[src/rtl/clock_ctrl_pkg.sv]
// Shared encodings, field limits and helpers for the timekeeping controller.
// ALARM_SNOOZE_EN adds the SNOOZED alarm state.
package clock_ctrl_pkg;

  localparam int SEC_W  = 6;
  localparam int MIN_W  = 6;
  localparam int HRS_W  = 4;
  localparam int RING_W = 6;
`ifdef ALARM_SNOOZE_EN
  localparam int SNZ_W  = 4;
`endif

  localparam logic [5:0] SEC_MAX = 6'd59;
  localparam logic [5:0] MIN_MAX = 6'd59;
  localparam logic [3:0] HRS_MAX = 4'd11;
  localparam logic [5:0] AL_STEP = 6'd10;
  // Alarm minutes at or above this value wrap to 0 on the next step.
  localparam logic [5:0] AL_WRAP = 6'd60 - AL_STEP;

  localparam int NUM_EV    = 6;
  localparam int EV_TICK   = 0;
  localparam int EV_SEC    = 1;
  localparam int EV_MIN    = 2;
  localparam int EV_HRS    = 3;
  localparam int EV_AL_ADJ = 4;
  localparam int EV_TOGGLE = 5;

  typedef enum logic [2:0] {
    SEQ_IDLE      = 3'd0,
    SEQ_CARRY_MIN = 3'd1,
    SEQ_CARRY_HR  = 3'd2,
    SEQ_AL_CARRY  = 3'd3,
    SEQ_CHECK     = 3'd4
  } seq_state_t;

  typedef enum logic [1:0] {
    AL_OFF     = 2'd0,
    AL_ARMED   = 2'd1,
    AL_RINGING = 2'd2
`ifdef ALARM_SNOOZE_EN
    , AL_SNOOZED = 2'd3
`endif
  } alarm_state_t;

  function automatic logic [5:0] wrap_inc(input logic [5:0] v, input logic [5:0] max);
    return (v >= max) ? 6'd0 : v + 6'd1;
  endfunction

endpackage

[src/rtl/event_pending_arbiter.sv]
// Latches input pulses into pending flags and grants the highest-priority one
// while the sequencer is idle (bit 0 = highest priority).
module event_pending_arbiter
  import clock_ctrl_pkg::*;
(
  input  logic              clk,
  input  logic              reset,
  input  logic [NUM_EV-1:0] ev,
  input  logic              idle,
  input  logic [NUM_EV-1:0] clr,
  output logic [NUM_EV-1:0] grant
);

  logic [NUM_EV-1:0] pending;

  // A pulse arriving on the service edge re-sets its own flag.
  always_ff @(posedge clk) begin
    if (reset) pending <= '0;
    else       pending <= (pending & ~clr) | ev;
  end

  always_comb begin
    grant = '0;
    if (idle) begin
      for (int i = NUM_EV - 1; i >= 0; i--) begin
        if (pending[i]) begin
          grant    = '0;
          grant[i] = 1'b1;
        end
      end
    end
  end

endmodule

[src/rtl/timekeeping_controller.sv]
// Event sequencer for the clock's time/alarm registers and the alarm state machine.
// Optional feature: define ALARM_SNOOZE_EN for the snooze state.
module timekeeping_controller
  import clock_ctrl_pkg::*;
#(
  parameter int RING_SECS  = 30,
  parameter int SNOOZE_MIN = 5
) (
  input  logic             clk,
  input  logic             reset,
  input  logic             sec_tick,
  input  logic             sec_adj,
  input  logic             min_adj,
  input  logic             hrs_adj,
  input  logic             al_adj,
  input  logic             al_toggle,
  output logic [SEC_W-1:0] seconds,
  output logic [MIN_W-1:0] minutes,
  output logic [HRS_W-1:0] hours,
  output logic [MIN_W-1:0] al_minutes,
  output logic [HRS_W-1:0] al_hours,
  output logic             al_on,
  output logic             alarm,
  output logic             busy
);

  if (RING_SECS < 1 || RING_SECS > 63) begin : g_bad_ring
    $error("RING_SECS must be in 1..63");
  end
  if (SNOOZE_MIN < 1 || SNOOZE_MIN > 15) begin : g_bad_snooze
    $error("SNOOZE_MIN must be in 1..15");
  end

  seq_state_t        seq, seq_next;
  alarm_state_t      al_st, al_next;
  logic [RING_W-1:0] ring_cnt, ring_next;
  logic [NUM_EV-1:0] grant;
  logic              match, tick_svc, tog_svc, rollover;

  event_pending_arbiter u_arb (
    .clk   (clk),
    .reset (reset),
    .ev    ({al_toggle, al_adj, hrs_adj, min_adj, sec_adj, sec_tick}),
    .idle  (seq == SEQ_IDLE),
    .clr   (grant),
    .grant (grant)
  );

  assign tick_svc = grant[EV_TICK];
  assign tog_svc  = grant[EV_TOGGLE];
  assign rollover = tick_svc && (seconds == SEC_MAX);
  assign match    = (hours == al_hours) && (minutes == al_minutes) && (seconds == '0);

  always_comb begin
    seq_next = seq;
    case (seq)
      SEQ_IDLE: begin
        if (tick_svc)
          seq_next = rollover ? SEQ_CARRY_MIN : SEQ_CHECK;
        else if (grant[EV_SEC] || grant[EV_MIN] || grant[EV_HRS])
          seq_next = SEQ_CHECK;
        else if (grant[EV_AL_ADJ])
          seq_next = (al_minutes >= AL_WRAP) ? SEQ_AL_CARRY : SEQ_IDLE;
      end
      SEQ_CARRY_MIN: seq_next = (minutes == MIN_MAX) ? SEQ_CARRY_HR : SEQ_CHECK;
      SEQ_CARRY_HR:  seq_next = SEQ_CHECK;
      SEQ_AL_CARRY:  seq_next = SEQ_IDLE;
      SEQ_CHECK:     seq_next = SEQ_IDLE;
      default:       seq_next = SEQ_IDLE;
    endcase
  end

`ifdef ALARM_SNOOZE_EN
  logic [SNZ_W-1:0] snz_cnt, snz_next;
`endif

  always_comb begin
    al_next   = al_st;
    ring_next = ring_cnt;
`ifdef ALARM_SNOOZE_EN
    snz_next  = snz_cnt;
`endif
    case (al_st)
      AL_OFF: if (tog_svc) al_next = AL_ARMED;
      AL_ARMED: begin
        if (tog_svc) begin
          al_next = AL_OFF;
        end else if (seq == SEQ_CHECK && match) begin
          al_next   = AL_RINGING;
          ring_next = RING_W'(RING_SECS);
        end
      end
      AL_RINGING: begin
        if (tog_svc) begin
`ifdef ALARM_SNOOZE_EN
          al_next  = AL_SNOOZED;
          snz_next = SNZ_W'(SNOOZE_MIN);
`else
          al_next  = AL_OFF;
`endif
        end else if (tick_svc) begin
          ring_next = ring_cnt - 1'b1;
          if (ring_cnt <= 1) al_next = AL_ARMED;
        end
      end
`ifdef ALARM_SNOOZE_EN
      AL_SNOOZED: begin
        if (tog_svc) begin
          al_next = AL_OFF;
        end else if (rollover) begin
          snz_next = snz_cnt - 1'b1;
          if (snz_cnt <= 1) begin
            al_next   = AL_RINGING;
            ring_next = RING_W'(RING_SECS);
          end
        end
      end
`endif
      default: al_next = AL_OFF;
    endcase
  end

  always_ff @(posedge clk) begin
    if (reset) begin
      seq      <= SEQ_IDLE;
      al_st    <= AL_OFF;
      ring_cnt <= '0;
      busy     <= 1'b0;
      al_on    <= 1'b0;
      alarm    <= 1'b0;
    end else begin
      seq      <= seq_next;
      al_st    <= al_next;
      ring_cnt <= ring_next;
      busy     <= (seq_next != SEQ_IDLE);
      al_on    <= (al_next != AL_OFF);
      alarm    <= (al_next == AL_RINGING);
    end
  end

`ifdef ALARM_SNOOZE_EN
  always_ff @(posedge clk) begin
    if (reset) snz_cnt <= '0;
    else       snz_cnt <= snz_next;
  end
`endif

  // Field updates: primary step in IDLE, carries ripple one field per cycle.
  always_ff @(posedge clk) begin
    if (reset) begin
      seconds    <= '0;
      minutes    <= '0;
      hours      <= '0;
      al_minutes <= '0;
      al_hours   <= '0;
    end else begin
      case (seq)
        SEQ_IDLE: begin
          if (tick_svc || grant[EV_SEC]) seconds <= wrap_inc(seconds, SEC_MAX);
          if (grant[EV_MIN]) minutes <= wrap_inc(minutes, MIN_MAX);
          if (grant[EV_HRS]) hours <= HRS_W'(wrap_inc({2'b00, hours}, {2'b00, HRS_MAX}));
          if (grant[EV_AL_ADJ])
            al_minutes <= (al_minutes >= AL_WRAP) ? '0 : al_minutes + AL_STEP;
        end
        SEQ_CARRY_MIN: minutes <= wrap_inc(minutes, MIN_MAX);
        SEQ_CARRY_HR:  hours <= HRS_W'(wrap_inc({2'b00, hours}, {2'b00, HRS_MAX}));
        SEQ_AL_CARRY:  al_hours <= HRS_W'(wrap_inc({2'b00, al_hours}, {2'b00, HRS_MAX}));
        default: ;
      endcase
    end
  end

endmodule

[config.mk]
export PLATFORM = sky130hd
export DESIGN_NAME = timekeeping_controller
export DESIGN_NICKNAME = d
export VERILOG_FILES = /design/src/rtl/clock_ctrl_pkg.sv /design/src/rtl/event_pending_arbiter.sv /design/src/rtl/timekeeping_controller.sv
export SDC_FILE = /design/constraint.sdc
export NUM_CORES = 1
export LEC_CHECK = 0
export ABC_AREA = 1
export CORE_UTILIZATION = 45
export CTS_BUF_LIST = sky130_fd_sc_hd__clkbuf_2
export DETAILED_ROUTE_END_ITERATION = 12
export PLACE_DENSITY = 0.68
export RECOVER_POWER = 100
export SYNTH_ARGS = -nofsm -noshare
export SYNTH_HDL_FRONTEND = slang
export SYNTH_SLANG_ARGS = --single-unit
[constraint.sdc]
create_clock -name clk -period 3.35 [get_ports clk]
set_clock_uncertainty 0.05 [all_clocks]
set_input_delay 0.67 -clock clk [delete_from_list [all_inputs] [get_ports clk]]
set_output_delay 0.67 -clock clk [all_outputs]
set_load 0.03 [all_outputs]
==> summary.md <==
| Metric | Value |
|---|---|
| Status | `completed` |
| CP max stage delay | `~800 ps` |
| Placed inst area | `~2900 um^2` |
| Starting Density | `0.475` |
| Area delta synth->final | `15.9%` |
| Sequential-to-total area share from yosys stat | `0.364` |
| Overall Global Routing Usage | `0.205` |
| Worst Setup Start Kind | `flip-flop` |
| DRC | `0` |
| Critical path cell sequence | `dlygate4sd3_1` |
| Max Clock Freq | `0.417 GHz` |
| Vias in the first global route | `2209` |
| Routed wire length | `around 5.4 mm` |
| RSZ-0062 raised after global routing | `no` |
| CTS root buf | `clkbuf_2` |
| Leak | `~1.3 nW` |
| Resized cells post-CTS | `0` |
| Sink Count | `45` |
| Finished Layout Cells | `~470` |
| Number of port buffers | `35` |
| CP bufs+invs | `1` |
| Antenna diodes | `0` |
| Mapped cell area | `approximately 2500 um^2` |
| Largest net degree at the start of global routing | `21` |
| CTS max path bufs | `2` |
| Final worst-path cycle share | `0.716` |
| Area leader, netlist | `dfxtp_1` |
| Placer congestion estimate | `about 0.81` |
| Synth Flop Type | `dfxtp_1` |
| Yosys reg bits | `45` |
| Worst min-delay path category | `flip-flop to flip-flop` |
| Avg Synthesized Cell Area | `a little under 7 um^2` |
| Num ports | `37` |
| Nets | `~410` |
| Worst EP arrival | `1680 ps` |
| Max-cap check violation count | `0` |
| Register Area | `901 um^2` |
| Worst R2R Setup Slack | `roughly 1300 ps` |
| Top delay family on crit path | `buffers and inverters` |
| Clock Latency Late Sink | `between 300 and 400 ps` |
| Top post-synthesis cells by count | `nand2_1, inv_1, dfxtp_1, nor2_1, a21oi_1` |
| Hold Violations, Final | `0` |
| Post-synthesis cell type count | `32` |
| # hold bufs at CTS | `0` |
| Drt via density | `4.97` |
| CTS H-tree lvls | `2` |
| Critical path class | `flip-flop to output port` |
| CP Capture Type | `output port` |
| Clock transition at the registers of the reported paths | `~200 ps` |
| Post-Route Utilization | `0.551` |
| Synth top area share | `0.364` |
| Post-route antenna net violation count | `0` |
| Tmin final | `2400 ps` |
| Setup TNS | `0 ps` |
| Syn. warnings | `0` |
| Core Area | `between 5000 and 6000 um^2` |
| Post-CTS Setup Inserts | `0` |
| First-pass GRT wire length | `9.74 mm` |
| PwrDens | `358 nW/um^2` |
| Worst-path maximum fanout | `7` |
| Slew @ Worst Pin | `a little under 800 ps` |
| Routed wire per std cell | `~12 um` |
| CP max-delay cell | `dlygate4sd3_1` |
| Syn_nets | `374` |
| Placed cell count | `459` |
| Fillers | `516` |
| Rows | `26` |
| Die W | `approximately 76 um` |
| Dpl ws | `about 1100 ps` |
| Design Power | `1.03 mW` |
| Final Max Tran Viols | `0` |
| Required time of the critical path | `2630 ps` |
| CTS tree | `done` |
| DRT Pass-1 Iters | `4` |
| Via count | `between 2000 and 2500` |
| Number of DRC markers in iteration 0 | `80` |
| Number of synthesized flops with an enable pin | `0` |
| Synth top area cells | `dfxtp_1, nand2_1, inv_1` |
| Max rail drop VDD | `roughly 0.22 mV` |
| Post-Syn Instances | `roughly 360` |
| Die area | `5800 um^2` |
| Layout cells sized above 1 | `0.0581` |
| Final worst setup slack | `about 950 ps` |
| Die Span Y | `76.1 um` |
| CTS buffer count | `5` |
| Asr flop ratio synth | `0` |
| Remaining Overflow, GRT | `0` |
| Post-route cell area | `2870 um^2` |
| Relative slew slack | `0.469` |
| Leading cell type by number of instances after synthesis | `nand2_1` |
| Hold slack | `462 ps` |
| HPWL Detailed | `between 4 and 5 mm` |
| Final setup vio count | `0` |
| Initial antenna violation count | `0` |
| Multi-input logic area | `between 1000 and 1500 um^2` |
## path summary, 6_finish.rpt
check                                                end                  startpoint  depth (start not counted)
worst max-delay path                       al_minutes[5]  al_minutes[5]$_SDFFE_PP0P_                          1
worst min-delay path            ring_cnt[5]$_SDFFE_PP0P_    ring_cnt[5]$_SDFFE_PP0P_                          2
worst max register to register  ring_cnt[0]$_SDFFE_PP0P_           seq[1]$_SDFF_PP0_                          7
worst min register to register  ring_cnt[5]$_SDFFE_PP0P_    ring_cnt[5]$_SDFFE_PP0P_                          2
## sequential cells by signal, summed over array words and instances, names as in the netlist
signal / cells
seconds: 6
minutes: 6
al_on: 1
ring_cnt: 6
al_hours: 4
al_st: 2
al_minutes: 5
busy: 1
seq: 3
alarm: 1
u_arb.pending: 6
hours: 4
## layout make-up
class,count,area share
Tap cell,70,0.0305
Multi-Input combinational cell,247,0.439
Timing Repair Buffer,36,0.125
Inverter,61,0.0798
Sequential cell,45,0.314
Clock inverter,1,0.00131
Clock buffer,6,0.0105
## logic make-up after synthesis
kind of cell,count (synthesis),share of synthesized area
and+or+nand+nor,179,0.343
buffers and inverters,66,0.102
AOI/OAI and AO/OA,55,0.134
DFF,45,0.364
adders and majority gates,8,0.0405
xor gates and xnor gates,4,0.0142
other,1,0.00152
## per-layer routing
layer  up-vias  GRT usage  wire length, um
li1       1233          -                -
met5         -          0                0
met1      1027      0.269             2730
met4         0     0.0519               52
met3         6     0.0407              199
met2        50      0.345             2420
## cell usage in the layout, fill, tap and decap left out
cell / n
inv_1: 59
nand3_2: 1
o21ai_4: 1
buf_4: 1
or2_2: 5
nor3_1: 8
a211oi_1: 7
clkinv_1: 2
nor2_2: 2
dlygate4sd3_1: 28
o211ai_1: 1
nand3_1: 22
xor2_1: 4
dfxtp_1: 45
a21oi_1: 31
inv_2: 1
nor3_2: 2
o211a_1: 1
nor2_4: 1
nand4_1: 15
nand2_1: 79
ha_1: 8
conb_1: 1
clkbuf_2: 6
nor2_1: 41
o21ai_0: 10
a31oi_1: 4
nand2_4: 1
clkdlybuf4s50_1: 7
nand2_2: 2
## report_power, final
part           total [mW]  switching (mW)  internal [mW]  leakage (nW)
sequential          0.593          0.0306          0.563         0.366
clock               0.211           0.162         0.0488        0.0265
combinational       0.223           0.143         0.0797         0.915
total                1.03           0.336          0.691          1.31
Note: power is estimated with default switching activity, not from simulation.
